<file path="src/rtl/sc_display_bcd_if.sv">
// Channel input / display output bundle for sc_display_bcd.
// The CPU side drives in_ports; the display side receives the segment codes and the frame pulse.
interface sc_display_bcd_if #(
   parameter int NUM_CH = 3,
   parameter int DIGITS = 2,
   parameter int IN_W   = 32
);
   logic [NUM_CH*IN_W-1:0]     in_ports;
   logic [NUM_CH*DIGITS*7-1:0] hex;
   logic                       frame_done;

   modport master (output in_ports, input hex, input frame_done);
   modport slave  (input in_ports, output hex, output frame_done);
endinterface

</file>
<file path="src/rtl/sc_display_bcd.sv">
// Multi-channel binary-to-7-segment display driver built on one shared double-dabble converter.
// Optional macro SC_DISPLAY_BLANK_EN enables leading-zero blanking at commit.
module sc_display_bcd #(
   parameter int NUM_CH = 3,
   parameter int DIGITS = 2,
   parameter int IN_W   = 32
) (
   input  logic             clock,
   input  logic             reset,
   sc_display_bcd_if.slave  bus
);
   localparam int CH_W  = (NUM_CH > 1) ? $clog2(NUM_CH) : 1;
   localparam int CNT_W = $clog2(IN_W);
   localparam int BCD_W = DIGITS * 4;
   localparam int CMP_W = (IN_W + 1 > 64) ? IN_W + 1 : 64;

   function automatic logic [CMP_W-1:0] pow10(input int n);
      logic [CMP_W-1:0] p;
      p = CMP_W'(1);
      for (int i = 0; i < n; i++) p = p * CMP_W'(10);
      return p;
   endfunction

   localparam logic [CMP_W-1:0] LIMIT = pow10(DIGITS);

   function automatic logic [6:0] seg7(input logic [3:0] d);
      logic [6:0] s;
      case (d)
         4'd0: s = 7'h40;
         4'd1: s = 7'h79;
         4'd2: s = 7'h24;
         4'd3: s = 7'h30;
         4'd4: s = 7'h19;
         4'd5: s = 7'h12;
         4'd6: s = 7'h02;
         4'd7: s = 7'h78;
         4'd8: s = 7'h00;
         4'd9: s = 7'h10;
         default: s = 7'h7F;
      endcase
      return s;
   endfunction

   typedef enum logic [1:0] {ST_SAMPLE, ST_SHIFT, ST_COMMIT} state_t;

   state_t              state_reg, state_next;
   logic [CH_W-1:0]     ch_reg;
   logic [CNT_W-1:0]    cnt_reg;
   logic [IN_W-1:0]     bin_reg;
   logic [BCD_W-1:0]    bcd_reg;
   logic [BCD_W-1:0]    bcd_adj;
   logic                ovf_reg;
   logic                frame_done_reg;
   logic [DIGITS*7-1:0] commit_code;
   logic [IN_W-1:0]     ch_val [NUM_CH];
   logic [IN_W-1:0]     sel_val;
   logic                last_ch;

   genvar gi;
   generate
      for (gi = 0; gi < NUM_CH; gi++) begin : g_in
         assign ch_val[gi] = bus.in_ports[gi*IN_W +: IN_W];
      end
      for (gi = 0; gi < DIGITS; gi++) begin : g_add3
         assign bcd_adj[gi*4 +: 4] = (bcd_reg[gi*4 +: 4] >= 4'd5) ?
                                     bcd_reg[gi*4 +: 4] + 4'd3 : bcd_reg[gi*4 +: 4];
      end
   endgenerate

   assign sel_val = ch_val[ch_reg];
   assign last_ch = (ch_reg == CH_W'(NUM_CH - 1));

   always_comb begin
      state_next = state_reg;
      case (state_reg)
         ST_SAMPLE: state_next = ST_SHIFT;
         ST_SHIFT:  if (cnt_reg == CNT_W'(IN_W - 1)) state_next = ST_COMMIT;
         ST_COMMIT: state_next = ST_SAMPLE;
         default:   state_next = ST_SAMPLE;
      endcase
   end

   always_ff @(posedge clock) begin
      if (reset) state_reg <= ST_SAMPLE;
      else       state_reg <= state_next;
   end

   always_ff @(posedge clock) begin
      if (reset) begin
         ch_reg         <= '0;
         cnt_reg        <= '0;
         bin_reg        <= '0;
         bcd_reg        <= '0;
         ovf_reg        <= 1'b0;
         frame_done_reg <= 1'b0;
      end else begin
         frame_done_reg <= 1'b0;
         case (state_reg)
            ST_SAMPLE: begin
               bin_reg <= sel_val;
               bcd_reg <= '0;
               cnt_reg <= '0;
               ovf_reg <= (CMP_W'(sel_val) >= LIMIT);
            end
            ST_SHIFT: begin
               // Carry out of the top nibble drops here; ovf_reg already flags those values.
               {bcd_reg, bin_reg} <= {bcd_adj[BCD_W-2:0], bin_reg, 1'b0};
               cnt_reg            <= cnt_reg + CNT_W'(1);
            end
            ST_COMMIT: begin
               ch_reg         <= last_ch ? '0 : ch_reg + CH_W'(1);
               frame_done_reg <= last_ch;
            end
            default: ;
         endcase
      end
   end

   always_comb begin
`ifdef SC_DISPLAY_BLANK_EN
      logic lead;
      lead = 1'b1;
`endif
      commit_code = '0;
      for (int j = DIGITS - 1; j >= 0; j--) begin
         if (ovf_reg) begin
            commit_code[j*7 +: 7] = 7'h3F;
         end else begin
            commit_code[j*7 +: 7] = seg7(bcd_reg[j*4 +: 4]);
`ifdef SC_DISPLAY_BLANK_EN
            if (bcd_reg[j*4 +: 4] != 4'd0) lead = 1'b0;
            else if (lead && j != 0)       commit_code[j*7 +: 7] = 7'h7F;
`endif
         end
      end
   end

   // Each channel owns its display register; only the channel in COMMIT is written.
   generate
      for (gi = 0; gi < NUM_CH; gi++) begin : g_hex
         logic [DIGITS*7-1:0] hex_reg;
         always_ff @(posedge clock) begin
            if (reset)
               hex_reg <= {DIGITS{7'h7F}};
            else if (state_reg == ST_COMMIT && ch_reg == CH_W'(gi))
               hex_reg <= commit_code;
         end
         assign bus.hex[gi*DIGITS*7 +: DIGITS*7] = hex_reg;
      end
   endgenerate

   assign bus.frame_done = frame_done_reg;
endmodule
</file>
<file path="src/flat_wrapper.sv">
// flat-port wrapper written by rule: the top's interface ports become plain ports
module sc_display_bcd_flat 
#(
   parameter int NUM_CH = 3,
   parameter int DIGITS = 2,
   parameter int IN_W   = 32
)
  (clock, reset, bus_in_ports, bus_hex, bus_frame_done);
  sc_display_bcd_if #(.NUM_CH(NUM_CH), .DIGITS(DIGITS), .IN_W(IN_W)) bus_i ();
  input  logic clock;
  input  logic reset;
  input wire logic [$bits(bus_i.in_ports)-1:0] bus_in_ports;
  output wire logic [$bits(bus_i.hex)-1:0] bus_hex;
  output wire logic [$bits(bus_i.frame_done)-1:0] bus_frame_done;
  assign bus_i.in_ports = bus_in_ports;
  assign bus_hex = bus_i.hex;
  assign bus_frame_done = bus_i.frame_done;
  sc_display_bcd #(.NUM_CH(NUM_CH), .DIGITS(DIGITS), .IN_W(IN_W)) u_core (.clock(clock), .reset(reset), .bus(bus_i));
endmodule
</file>
<file path="config.mk">
export PLATFORM = sky130hd
export DESIGN_NAME = sc_display_bcd_flat
export DESIGN_NICKNAME = d
export VERILOG_FILES = /design/src/rtl/sc_display_bcd_if.sv /design/src/rtl/sc_display_bcd.sv /design/src/flat_wrapper.sv
export SDC_FILE = /design/constraint.sdc
export NUM_CORES = 1
export LEC_CHECK = 0
export ABC_CLOCK_PERIOD_IN_PS = 5700
export BUFFER_PORTS_ARGS = -buffer_cell sky130_fd_sc_hd__buf_2
export CAP_MARGIN = 40
export CORE_MARGIN = 2
export CORE_UTILIZATION = 57
export DETAILED_ROUTE_END_ITERATION = 12
export PLACE_DENSITY = 0.81
export SLEW_MARGIN = 40
export SYNTH_ARGS = -nofsm -noshare
export SYNTH_HDL_FRONTEND = slang
export SYNTH_SLANG_ARGS = --single-unit
</file>
<file path="constraint.sdc">
create_clock -name clock -period 5.7 [get_ports clock]
set_clock_uncertainty 0.05 [all_clocks]
set_input_delay 1.14 -clock clock [delete_from_list [all_inputs] [get_ports clock]]
set_output_delay 1.14 -clock clock [all_outputs]
set_load 0.01 [all_outputs]
</file>
==> metrics.md <==
| Metric | Value |
|---|---|
| Status | completed |
| Initial antenna violation count | 0 |
| Final-report setup violation count | 0 |
| Max Root-Sink Buffers | 2 |
| Clock Latency Late Sink | 370 ps |
| Register area | 2150 um^2 |
| CP Capture Type | flip-flop |
| Post-CTS Setup Repair Bufs | 0 |
| GRT Total Usage | 24.8% |
| Die H | 100 um |
| Initial Util | 58.1% |
| H-tree depth | 3 |
| Syn Nets | 735 |
| TritonCTS Sinks | 107 |
| Hold WC Path Type | flip-flop to flip-flop |
| Area of the multi-input gates | 2890 um^2 |
| Num rows | 35 |
| Buffers on Ports | 140 |
| Horiz. Die Dim | 100 um |
| Post-Place Setup Slack | 2740 ps |
| WP data required | 5920 ps |
| Vias | 4,779 |
| Antenna viol nets, final | 0 |
| Wirelength per Cell | 14.8 um |
| Fmax | 357 MHz |
| Post-Synthesis Cell Area | 5300 um^2 |
| #FFs+latches synth | 107 |
| Leak | 2.62 nW |
| Area grow syn2layout | 17.2% |
| Final min period | 2800 ps |
| Filler cell count | 756 |
| Crit path depth | 7 |
| WL final | 12.5 mm |
| Post-cts sizing count | 0 |
| Iter 0 DRT Violations | 222 |
| Synthesized instance count | 621 |
| FFs w/ async S/R, synth | 0% |
| CP top delay family | flip-flops |
| MaxCap Viol Count | 0 |
| DP Area | 5980 um^2 |
| Reg-to-Reg Start | u_core.state_reg[1]$_SDFFE_PP0P_ |
| Core box area | 9110 um^2 |
| Post-synth EDFFs | 0 |
| Worst Path Max Fanout | 21 |
| Largest net degree at the start of global routing | 114 |
| Max IR drop VDD | 0.137 mV |
| Final setup margin | 2900 ps |
| Hold buffer count at cts | 0 |
| Post-DP HPWL | 8.98 mm |
| Fin. max-slew vios | 0 |
| Reg2reg path depth | 7 |
| Total CTS buffers | 9 |
| Routability cong. | 0.857 |
| Register area share after synthesis | 40.5% |
| Worst path bufs/invs | 1 |
| Synth Warn # | 0 |
| Final net count | 843 |
| Gr ovfl total | 0 |
| Critical Path AT | 3020 ps |
| IO Count | 141 |
| Slowest CP cell | dfxtp_1 |
| Global-route wire length before repair | 20.3 mm |
| Crit path cell chain | buf_4 -> nor2_2 -> a22oi_1 -> nor2_1 -> ha_1 -> mux2_4 -> o31a_1 |
| Main synth FF type | dfxtp_1 |
| Worst-margin pin slew | 793 ps |
| Share of cells above drive strength 1 | 25.1% |
| RSZ-0062 raised after global routing | false |
| Syn_area_per_cell | 8.53 um^2 |
| Critical path's largest stage delay | 800 ps |
| Cell area after layout | 6200 um^2 |
| Rel. slew slack | 47.1% |
| Critical path class | flip-flop to flip-flop |
| Drt drc | 0 |
| CTS tree | done |
| Root Buffer | clkbuf_8 |
| Die ar. | 10,100 um^2 |
| Yosys cell types | 48 |
| Antenna diodes | 0 |
| CP Launch Type | flip-flop |
| Crit path launch | u_core.state_reg[1]$_SDFFE_PP0P_ |
| Vias per cell | 5.66 |
| Worst hold slack | 401 ps |
| Period utilization | 49.1% |
| Final hold vios | 0 |
| Clk pin slew, worst setup/hold paths | 110 ps |
| R2R setup slack | 2900 ps |
| DR pass1 iterations | 5 |
| Vias in the first global route | 4,482 |
| PD cells | 224 nW/um^2 |
| Setup TNS | 0 ps |
cells in the final DEF, fill, tap and decap left out, types with 4 or more instances in the layout:
master / count
a211o_1: 42
a21oi_1: 32
a22oi_1: 11
buf_2: 139
buf_4: 6
clkbuf_8: 9
dfxtp_1: 106
ha_1: 16
inv_1: 12
mux2_2: 8
mux2i_1: 55
nand2_1: 56
nand2b_1: 14
nand3_1: 4
nor2_1: 111
nor4_1: 4
o211ai_1: 13
o21ai_0: 35
area by class of cell:
cell class / count / area share (%)
well taps: 111 / 2.24
inverters: 14 / 0.847
repair buffers: 147 / 12.2
flip-flops and latches: 107 / 34.6
multi-input cells: 450 / 46.6
clock inverters: 7 / 1.49
clock buffers: 9 / 2.00
tightest hold or removal path, delay by kind of cell (launching register included):
family	cells	cell delay [ps]
simple gates	1	50
flops	1	320
compound gates	1	50
report_power, final:
part | leakage, nW | switching [mW] | total (mW) | internal [mW]
sequential | 0.873 | 0.00994 | 0.773 | 0.763
combinational | 1.64 | 0.0664 | 0.125 | 0.0582
clock | 0.109 | 0.275 | 0.490 | 0.215
total | 2.62 | 0.352 | 1.39 | 1.04
stage by stage:
stage	util, %	total power [mW]	cells
floorplan	-	0.862	621
finish	68.1	1.39	845
detailed placement	65.6	0.914	828
CTS	68.0	1.40	844
global route	68.1	1.45	845
global placement	65.5	0.909	827
Yosys cell counts (3+ instances only):
library cell	n	area, um^2
ha_1	16	200
clkbuf_1	35	131
a211o_1	42	368
mux2i_1	55	551
nand4_1	3	18.8
nor4_1	4	25.0
mux2_2	8	90.1
o311a_1	3	30.0
nand4b_1	3	26.3
xnor2_1	3	26.3
nand3_1	4	20.0
inv_1	12	45.0
a21oi_1	32	160
dfxtp_1	107	2140
nand2_1	57	214
nand2b_1	14	87.6
o21ai_0	35	175
a22oi_1	11	82.6
o211ai_1	13	97.6
buf_2	14	70.1
nor2_1	111	417
cell families after synthesis:
logic type,Yosys count,synth area share (%)
compound gates,158,20.8
buf+inv,64,5.01
flops,107,40.5
simple gates,208,16.8
fa+ha+maj,16,3.78
xor+xnor,3,0.496
mux,65,12.7
routing by layer:
metal | track usage [%] | up-vias | wire, um
li1 | - | 2407 | -
met3 | 4.53 | 16 | 730
met2 | 43.5 | 123 | 6220
met4 | 7.38 | 0 | 166
met1 | 31.0 | 2233 | 5410
met5 | 0 | - | 0
worst min path at each step:
| stage | startpoint | to | slack, ps | cells past startpoint |
|---|---|---|---|---|
| final | u_core.bin_reg[11]$_SDFFE_PP0N_ | u_core.bin_reg[11]$_SDFFE_PP0N_ | 400 | 2 |
| after global routing | u_core.bin_reg[11]$_SDFFE_PP0N_ | u_core.bin_reg[11]$_SDFFE_PP0N_ | 430 | 2 |
| after CTS | u_core.bin_reg[11]$_SDFFE_PP0N_ | u_core.bin_reg[11]$_SDFFE_PP0N_ | 410 | 2 |
| after detailed placement | u_core.bin_reg[9]$_SDFFE_PP0N_ | u_core.bin_reg[9]$_SDFFE_PP0N_ | 390 | 2 |
| after global placement | u_core.bin_reg[11]$_SDFFE_PP0N_ | u_core.bin_reg[11]$_SDFFE_PP0N_ | 380 | 2 |
| after floorplan | u_core.bin_reg[10]$_SDFFE_PP0N_ | u_core.bin_reg[10]$_SDFFE_PP0N_ | 380 | 2 |
Note: power is estimated with default switching activity, not from simulation.
